[src/rtl/tinyalu_wide_pkg.sv]
// Shared opcode and controller-state types for the tinyalu_wide block.
package tinyalu_wide_pkg;

    typedef enum logic [2:0] {
        NO_OP      = 3'd0,
        ADD_OP     = 3'd1,
        AND_OP     = 3'd2,
        XOR_OP     = 3'd3,
        MUL_OP     = 3'd4,
        SUB_OP     = 3'd5,
        ILLEGAL_OP = 3'd6,
        RST_OP     = 3'd7
    } operation_t;

    typedef enum logic [1:0] {
        S_IDLE   = 2'd0,
        S_SINGLE = 2'd1,
        S_MULT   = 2'd2,
        S_DONE   = 2'd3
    } state_t;

endpackage

[src/rtl/tinyalu_wide_mult.sv]
// Iterative shift-add multiplier: one partial product per cycle for WIDTH cycles after load.
module tinyalu_wide_mult #(
    parameter int WIDTH = 8
) (
    input  logic               clk,
    input  logic               reset_n,
    input  logic               load_i,
    input  logic [WIDTH-1:0]   a_i,
    input  logic [WIDTH-1:0]   b_i,
    output logic               busy_o,
    output logic               last_o,
    output logic [2*WIDTH-1:0] product_o
);

    localparam int CW = $clog2(WIDTH + 1);

    logic [CW-1:0]      cnt_q;
    logic [2*WIDTH-1:0] acc_q;
    logic [2*WIDTH-1:0] acc_d;
    logic [2*WIDTH-1:0] mcand_q;
    logic [WIDTH-1:0]   mplier_q;

    always_comb begin
        acc_d = acc_q;
        if (mplier_q[0]) acc_d = acc_q + mcand_q;
    end

    always_ff @(posedge clk or negedge reset_n) begin
        if (!reset_n) begin
            cnt_q    <= '0;
            acc_q    <= '0;
            mcand_q  <= '0;
            mplier_q <= '0;
        end else if (load_i) begin
            cnt_q    <= CW'(WIDTH);
            acc_q    <= '0;
            mcand_q  <= {{WIDTH{1'b0}}, a_i};
            mplier_q <= b_i;
        end else if (cnt_q != '0) begin
            cnt_q    <= cnt_q - 1'b1;
            acc_q    <= acc_d;
            mcand_q  <= mcand_q << 1;
            mplier_q <= mplier_q >> 1;
        end
    end

    assign busy_o    = (cnt_q != '0);
    // On the final step the completed product is the accumulator's next value.
    assign last_o    = (cnt_q == CW'(1));
    assign product_o = acc_d;

endmodule

[src/rtl/tinyalu_wide.sv]
// Small sequenced ALU: single-cycle logic/arith ops plus a WIDTH-cycle multiply.
//   state    | meaning
//   S_IDLE   | waiting for a start rise; rst_op handled here
//   S_SINGLE | one-cycle op evaluating from latched operands
//   S_MULT   | multiplier stepping, WIDTH cycles
//   S_DONE   | result valid, done (and err) pulsed
module tinyalu_wide
    import tinyalu_wide_pkg::*;
#(
    parameter int WIDTH = 8
) (
    input  logic               clk,
    input  logic               reset_n,
    input  logic [WIDTH-1:0]   A,
    input  logic [WIDTH-1:0]   B,
    input  logic [2:0]         op,
    input  logic               start,
    output logic               done,
    output logic               busy,
    output logic               err,
    output logic [2*WIDTH-1:0] result
);

    state_t             state_q;
    operation_t         op_q;
    operation_t         op_in;
    logic               start_q;
    logic [WIDTH-1:0]   a_q;
    logic [WIDTH-1:0]   b_q;
    logic [2*WIDTH-1:0] result_q;
    logic [2*WIDTH-1:0] alu_d;
    logic [WIDTH:0]     sub_w;
    logic               done_q;
    logic               busy_q;
    logic               err_q;
    logic               accept_w;
    logic               mult_busy_w;
    logic               mult_last_w;
    logic [2*WIDTH-1:0] mult_prod_w;

    assign op_in    = operation_t'(op);
    assign accept_w = start && !start_q && (state_q == S_IDLE);
    // Bit WIDTH of the widened difference is the borrow, set exactly when A < B.
    assign sub_w    = {1'b0, a_q} - {1'b0, b_q};

    always_comb begin
        alu_d = result_q;
        case (op_q)
            ADD_OP:  alu_d = {{(WIDTH-1){1'b0}}, {1'b0, a_q} + {1'b0, b_q}};
            AND_OP:  alu_d = {{WIDTH{1'b0}}, a_q & b_q};
            XOR_OP:  alu_d = {{WIDTH{1'b0}}, a_q ^ b_q};
            SUB_OP:  alu_d = {{(WIDTH-1){1'b0}}, sub_w};
            default: alu_d = result_q;
        endcase
    end

    tinyalu_wide_mult #(.WIDTH(WIDTH)) u_mult (
        .clk       (clk),
        .reset_n   (reset_n),
        .load_i    (accept_w && (op_in == MUL_OP)),
        .a_i       (A),
        .b_i       (B),
        .busy_o    (mult_busy_w),
        .last_o    (mult_last_w),
        .product_o (mult_prod_w)
    );

    always_ff @(posedge clk or negedge reset_n) begin
        if (!reset_n) begin
            state_q  <= S_IDLE;
            op_q     <= NO_OP;
            start_q  <= 1'b0;
            a_q      <= '0;
            b_q      <= '0;
            result_q <= '0;
            done_q   <= 1'b0;
            busy_q   <= 1'b0;
            err_q    <= 1'b0;
        end else begin
            start_q <= start;
            done_q  <= 1'b0;
            err_q   <= 1'b0;
            case (state_q)
                S_IDLE: begin
                    if (accept_w) begin
                        a_q  <= A;
                        b_q  <= B;
                        op_q <= op_in;
                        if (op_in == RST_OP) begin
                            result_q <= '0;
                        end else if (op_in == MUL_OP) begin
                            state_q <= S_MULT;
                            busy_q  <= 1'b1;
                        end else begin
                            state_q <= S_SINGLE;
                            busy_q  <= 1'b1;
                        end
                    end
                end
                S_SINGLE: begin
                    result_q <= alu_d;
                    err_q    <= (op_q == ILLEGAL_OP);
                    done_q   <= 1'b1;
                    state_q  <= S_DONE;
                end
                S_MULT: begin
                    // A multiplier that is no longer counting also ends the command.
                    if (mult_last_w || !mult_busy_w) begin
                        result_q <= mult_prod_w;
                        done_q   <= 1'b1;
                        state_q  <= S_DONE;
                    end
                end
                S_DONE: begin
                    busy_q  <= 1'b0;
                    state_q <= S_IDLE;
                end
                default: begin
                    busy_q  <= 1'b0;
                    state_q <= S_IDLE;
                end
            endcase
        end
    end

    assign done   = done_q;
    assign busy   = busy_q;
    assign err    = err_q;
    assign result = result_q;

endmodule

[config.mk]
export PLATFORM = sky130hd
export DESIGN_NAME = tinyalu_wide
export DESIGN_NICKNAME = d
export VERILOG_FILES = /design/src/rtl/tinyalu_wide_pkg.sv /design/src/rtl/tinyalu_wide_mult.sv /design/src/rtl/tinyalu_wide.sv
export SDC_FILE = /design/constraint.sdc
export NUM_CORES = 1
export LEC_CHECK = 0
export BUFFER_PORTS_ARGS = -buffer_cell sky130_fd_sc_hd__buf_2
export CORE_ASPECT_RATIO = 1.75
export CORE_UTILIZATION = 52
export DETAILED_ROUTE_END_ITERATION = 12
export PLACE_DENSITY = 0.79
export SYNTH_ARGS = -nofsm -noshare
export SYNTH_HDL_FRONTEND = slang
export SYNTH_SLANG_ARGS = --single-unit
export TNS_END_PERCENT = 50
[constraint.sdc]
create_clock -name clk -period 3.3 [get_ports clk]
set_input_delay 0.66 -clock clk [delete_from_list [all_inputs] [get_ports clk]]
set_output_delay 0.66 -clock clk [all_outputs]
set_load 0.03 [all_outputs]
==> run summary <==
## Setup path
• **Max FO, Critical Path** 8
• **type of the setup path with the least slack** flop to flop
• **Arrival @ worst endpoint** 3.02 ns
• **crit end category** flop
• **R2R Setup Slk** 0.49 ns
• **Worst Path Required** 3.50 ns
• **count of cells along the worst register-to-register path** 10
• **Setup crit start kind** flop

## Route
• **DRT antenna net count** 0
• **total iterations of the first detailed-routing run** 4
• **DR DRC count** 0
• **routed via count divided by cell count** 5.94
• **1st-iter DRT viols** 251
• **average wire per standard cell** 17.7 um
• **routed via count** 4,264
• **Total Routed Length** 12,700 um

## Clock tree
• **Clock Sink Count** 85
• **CTS tree** done
• **Root Driver** sky130_fd_sc_hd__clkbuf_16
• **clock tree buffer depth** 2
• **H-tree lvl count** 3
• **number of buffers created by CTS** 9
• **hold bufs inserted after CTS** 0
• **total setup buffers inserted after CTS** 0
• **clock transition time at the flip-flop clock pins of the worst setup and hold paths** 0.07 ns
• **Clock Latency Late Sink** 0.35 ns
• **number of resized instances in the post-cts repair step** 0

## Synthesis
• **number of warnings reported in the yosys synthesis log** 0
• **cell area after synthesis** 5230 um^2
• **total of flip-flops plus latches after synthesis** 85
• **Primary FF master, synth** sky130_fd_sc_hd__dfrtp_1
• **number of instances in the synthesized netlist** 552
• **syn_nets** 616
• **synthesized area per cell** 9.47 um^2
• **biggest area consumer among synthesized cells** sky130_fd_sc_hd__dfrtp_1
• **sequential element share of the synthesized area** 0.407
• **proportion of register bits with asynchronous set or reset after synthesis** 1.00
• **post-synth top area share** 0.407
• **number of different library cells in the post-synthesis netlist** 53
• **biggest area contributors in the synthesized netlist** sky130_fd_sc_hd__dfrtp_1 41%, sky130_fd_sc_hd__ha_1 9.6%, sky130_fd_sc_hd__nand2_1 6.7%, sky130_fd_sc_hd__mux2i_1 6.1%, sky130_fd_sc_hd__o21ai_0 4.3%
• **commonest cells in the synthesized netlist** 93 x sky130_fd_sc_hd__nand2_1, 85 x sky130_fd_sc_hd__dfrtp_1, 45 x sky130_fd_sc_hd__o21ai_0
• **most instantiated library cell after synthesis** sky130_fd_sc_hd__nand2_1
• **number of synthesized flops with an enable pin** 0

## Place
• **Detail Placement HPWL** 9340 um
• **total cell area at the placement stage** 5570 um^2
• **number of instances in the placed design** 702
• **dpl ws** 0.585 ns
• **final estimated routing congestion in global placement** 0.917
• **number of port buffers** 40

## Power and ir drop
• **reported net switching power** 2.68 mW
• **Peak VDD IR** 0.519 mV
• **part of the total power dissipated in combinational logic** 0.527
• **design internal power** 3.41 mW
• **switching share of total power** 0.440
• **Sequential Power Share** 0.295
• **power density over the cells** 1030 nW/um^2
• **clock network power share** 0.178
• **Leakage** 2.75 nW

## Floorplanning
• **die footprint** 10,500 um^2
• **vertical die dimension** 135 um
• **die width** 77.8 um
• **Starting Density** 0.534
• **# IOs** 41
• **row count** 48
• **Core Box Area** 9790 um^2

## Timing
• **final cycle utilization of the critical path** 0.853
• **number of endpoints failing setup at the final stage** 0
• **Setup TNS** 0 ns
• **hold violation total from the final report** 0
• **Max Clock Freq** 0.355 GHz
• **transition time at the pin with the least slew margin** 1.06 ns
• **post-layout min period** 2.81 ns
• **setup repair after global routing missed its margin** no
• **final clock skew** 0.00887 ns
• **remaining max-slew budget at the tightest pin** 0.294
• **number of pins with negative max-slew slack in the final report** 0
• **worst setup margin** 0.487 ns

## Cells and area
• **final core area utilization** 0.601
• **final standard cell area without fillers** 5890 um^2
• **non-filler instance count after layout** 718
• **number of inserted filler cells in the final layout** 847
• **Synth-to-Final Area Change** 12.6%
• **final net count** 652
• **ratio of cells with drive above 1 in the final layout** 0.148
• **antenna diode count** 0

## Global routing
• **aggregate global routing overflow** 0
• **pin count of the biggest net entering global routing** 86
• **overall global routing resource usage** 0.262
• **wire length of the first global-routing pass** 20,900 um
• **vias in the first global route** 4,501
• **number of antenna violations at the first check in global routing** 0

## Worst hold path
• **type of the worst min-delay path** input port to flop
• **worst hold path stage count** 1

## Job
• **Max-Cap Viols** 0

## Run status
• **outcome** completed

per-layer routing:
layer / up-vias / track usage / share of wire
li1: 2037 / - / -
met1: 2103 / 0.270 / 0.38
met2: 95 / 0.496 / 0.55
met3: 29 / 0.0432 / 0.038
met4: 0 / 0.136 / 0.029
met5: - / 0 / 0
metrics by stage:
stage          hold slack [ns]  power [mW]
4_1_cts                  0.424        6.09
3_3_place_gp             0.462        4.84
5_1_grt                  0.425        6.55
3_5_place_dp             0.469        4.96
2_1_floorplan            0.364        4.14
6_report                 0.432        6.09
registers in the layout, summed over array words and instances (netlist names):
name,flops
result,16
u_mult.acc_q,16
u_mult.mcand_q,16
a_q,8
b_q,8
u_mult.mplier_q,8
u_mult.cnt_q,4
op_q,3
state_q,2
busy,1
done,1
err,1
start_q,1
layout by cell type (no fill, tap or decap), drive strengths merged, types with 2 or more instances in the layout:
cell and count:
a211oi 7, a21o 6, a21oi 43, a221o 2, a22o 2, a31oi 4, a32oi 3, and2 2
buf 47, bufinv 2, clkbuf 11, clkinvlp 2, dfrtp 85, fa 2, ha 40, inv 19
mux2 19, mux2i 32, nand2 93, nand2b 10, nand3 8, nand3b 5, nand4 4, nor2 22
nor2b 5, nor3 9, nor3b 2, o2111ai 2, o211ai 10, o21a 3, o21ai 45, o31ai 5
o41ai 2, or3 3, xnor2 14, xor2 11
cell type report:
class	instances	area (um^2)	area share
sequential	85	2130	0.361
multi-input combinational	427	2950	0.501
timing repair buffer	47	268	0.0455
tap	125	156	0.0266
inverter	18	67.6	0.0115
clock inverter	5	83.8	0.0142
clock buffer	11	233	0.0395
power by group through the flow:
stage / clock network (mW) / logic [mW] / registers (mW)
5_1_grt: 1.14 / 3.56 / 1.85
3_5_place_dp: 0 / 3.15 / 1.81
4_1_cts: 1.10 / 3.19 / 1.79
6_report: 1.08 / 3.21 / 1.80
3_3_place_gp: 0 / 3.05 / 1.79
2_1_floorplan: 0 / 2.34 / 1.80
kinds of logic after synthesis:
| logic type | synth area share |
|---|---|
| AO/OA/AOI/OAI | 0.169 |
| XOR/XNOR | 0.0419 |
| adder cells (fa/ha/maj) | 0.103 |
| buffers and inverters | 0.0292 |
| flip-flops | 0.407 |
| multiplexers | 0.102 |
| AND/OR/NAND/NOR | 0.148 |
path summary, 6_finish.rpt:
path | from | end
setup / recovery | op_q[0] | result[7]
max in group asynchronous | reset_n | result[9]
setup reg to reg | op_q[0] | result[7]
hold reg to reg | result[15] | result[15]
min in group asynchronous | reset_n | a_q[2]
hold / removal | start | start_q
worst max-delay path, stage by stage, from the launching register on:
cell and delay [ns]:
sky130_fd_sc_hd__dfrtp_1 0.50, sky130_fd_sc_hd__nand3_1 0.30, sky130_fd_sc_hd__o21ai_0 0.39, sky130_fd_sc_hd__inv_1 0.08, sky130_fd_sc_hd__ha_1 0.28, sky130_fd_sc_hd__nand2b_1 0.11
sky130_fd_sc_hd__a21oi_1 0.11, sky130_fd_sc_hd__o41ai_1 0.46, sky130_fd_sc_hd__mux2i_1 0.14, sky130_fd_sc_hd__o21ai_0 0.19, sky130_fd_sc_hd__o211ai_1 0.12
(Power assumes the default switching activity.)
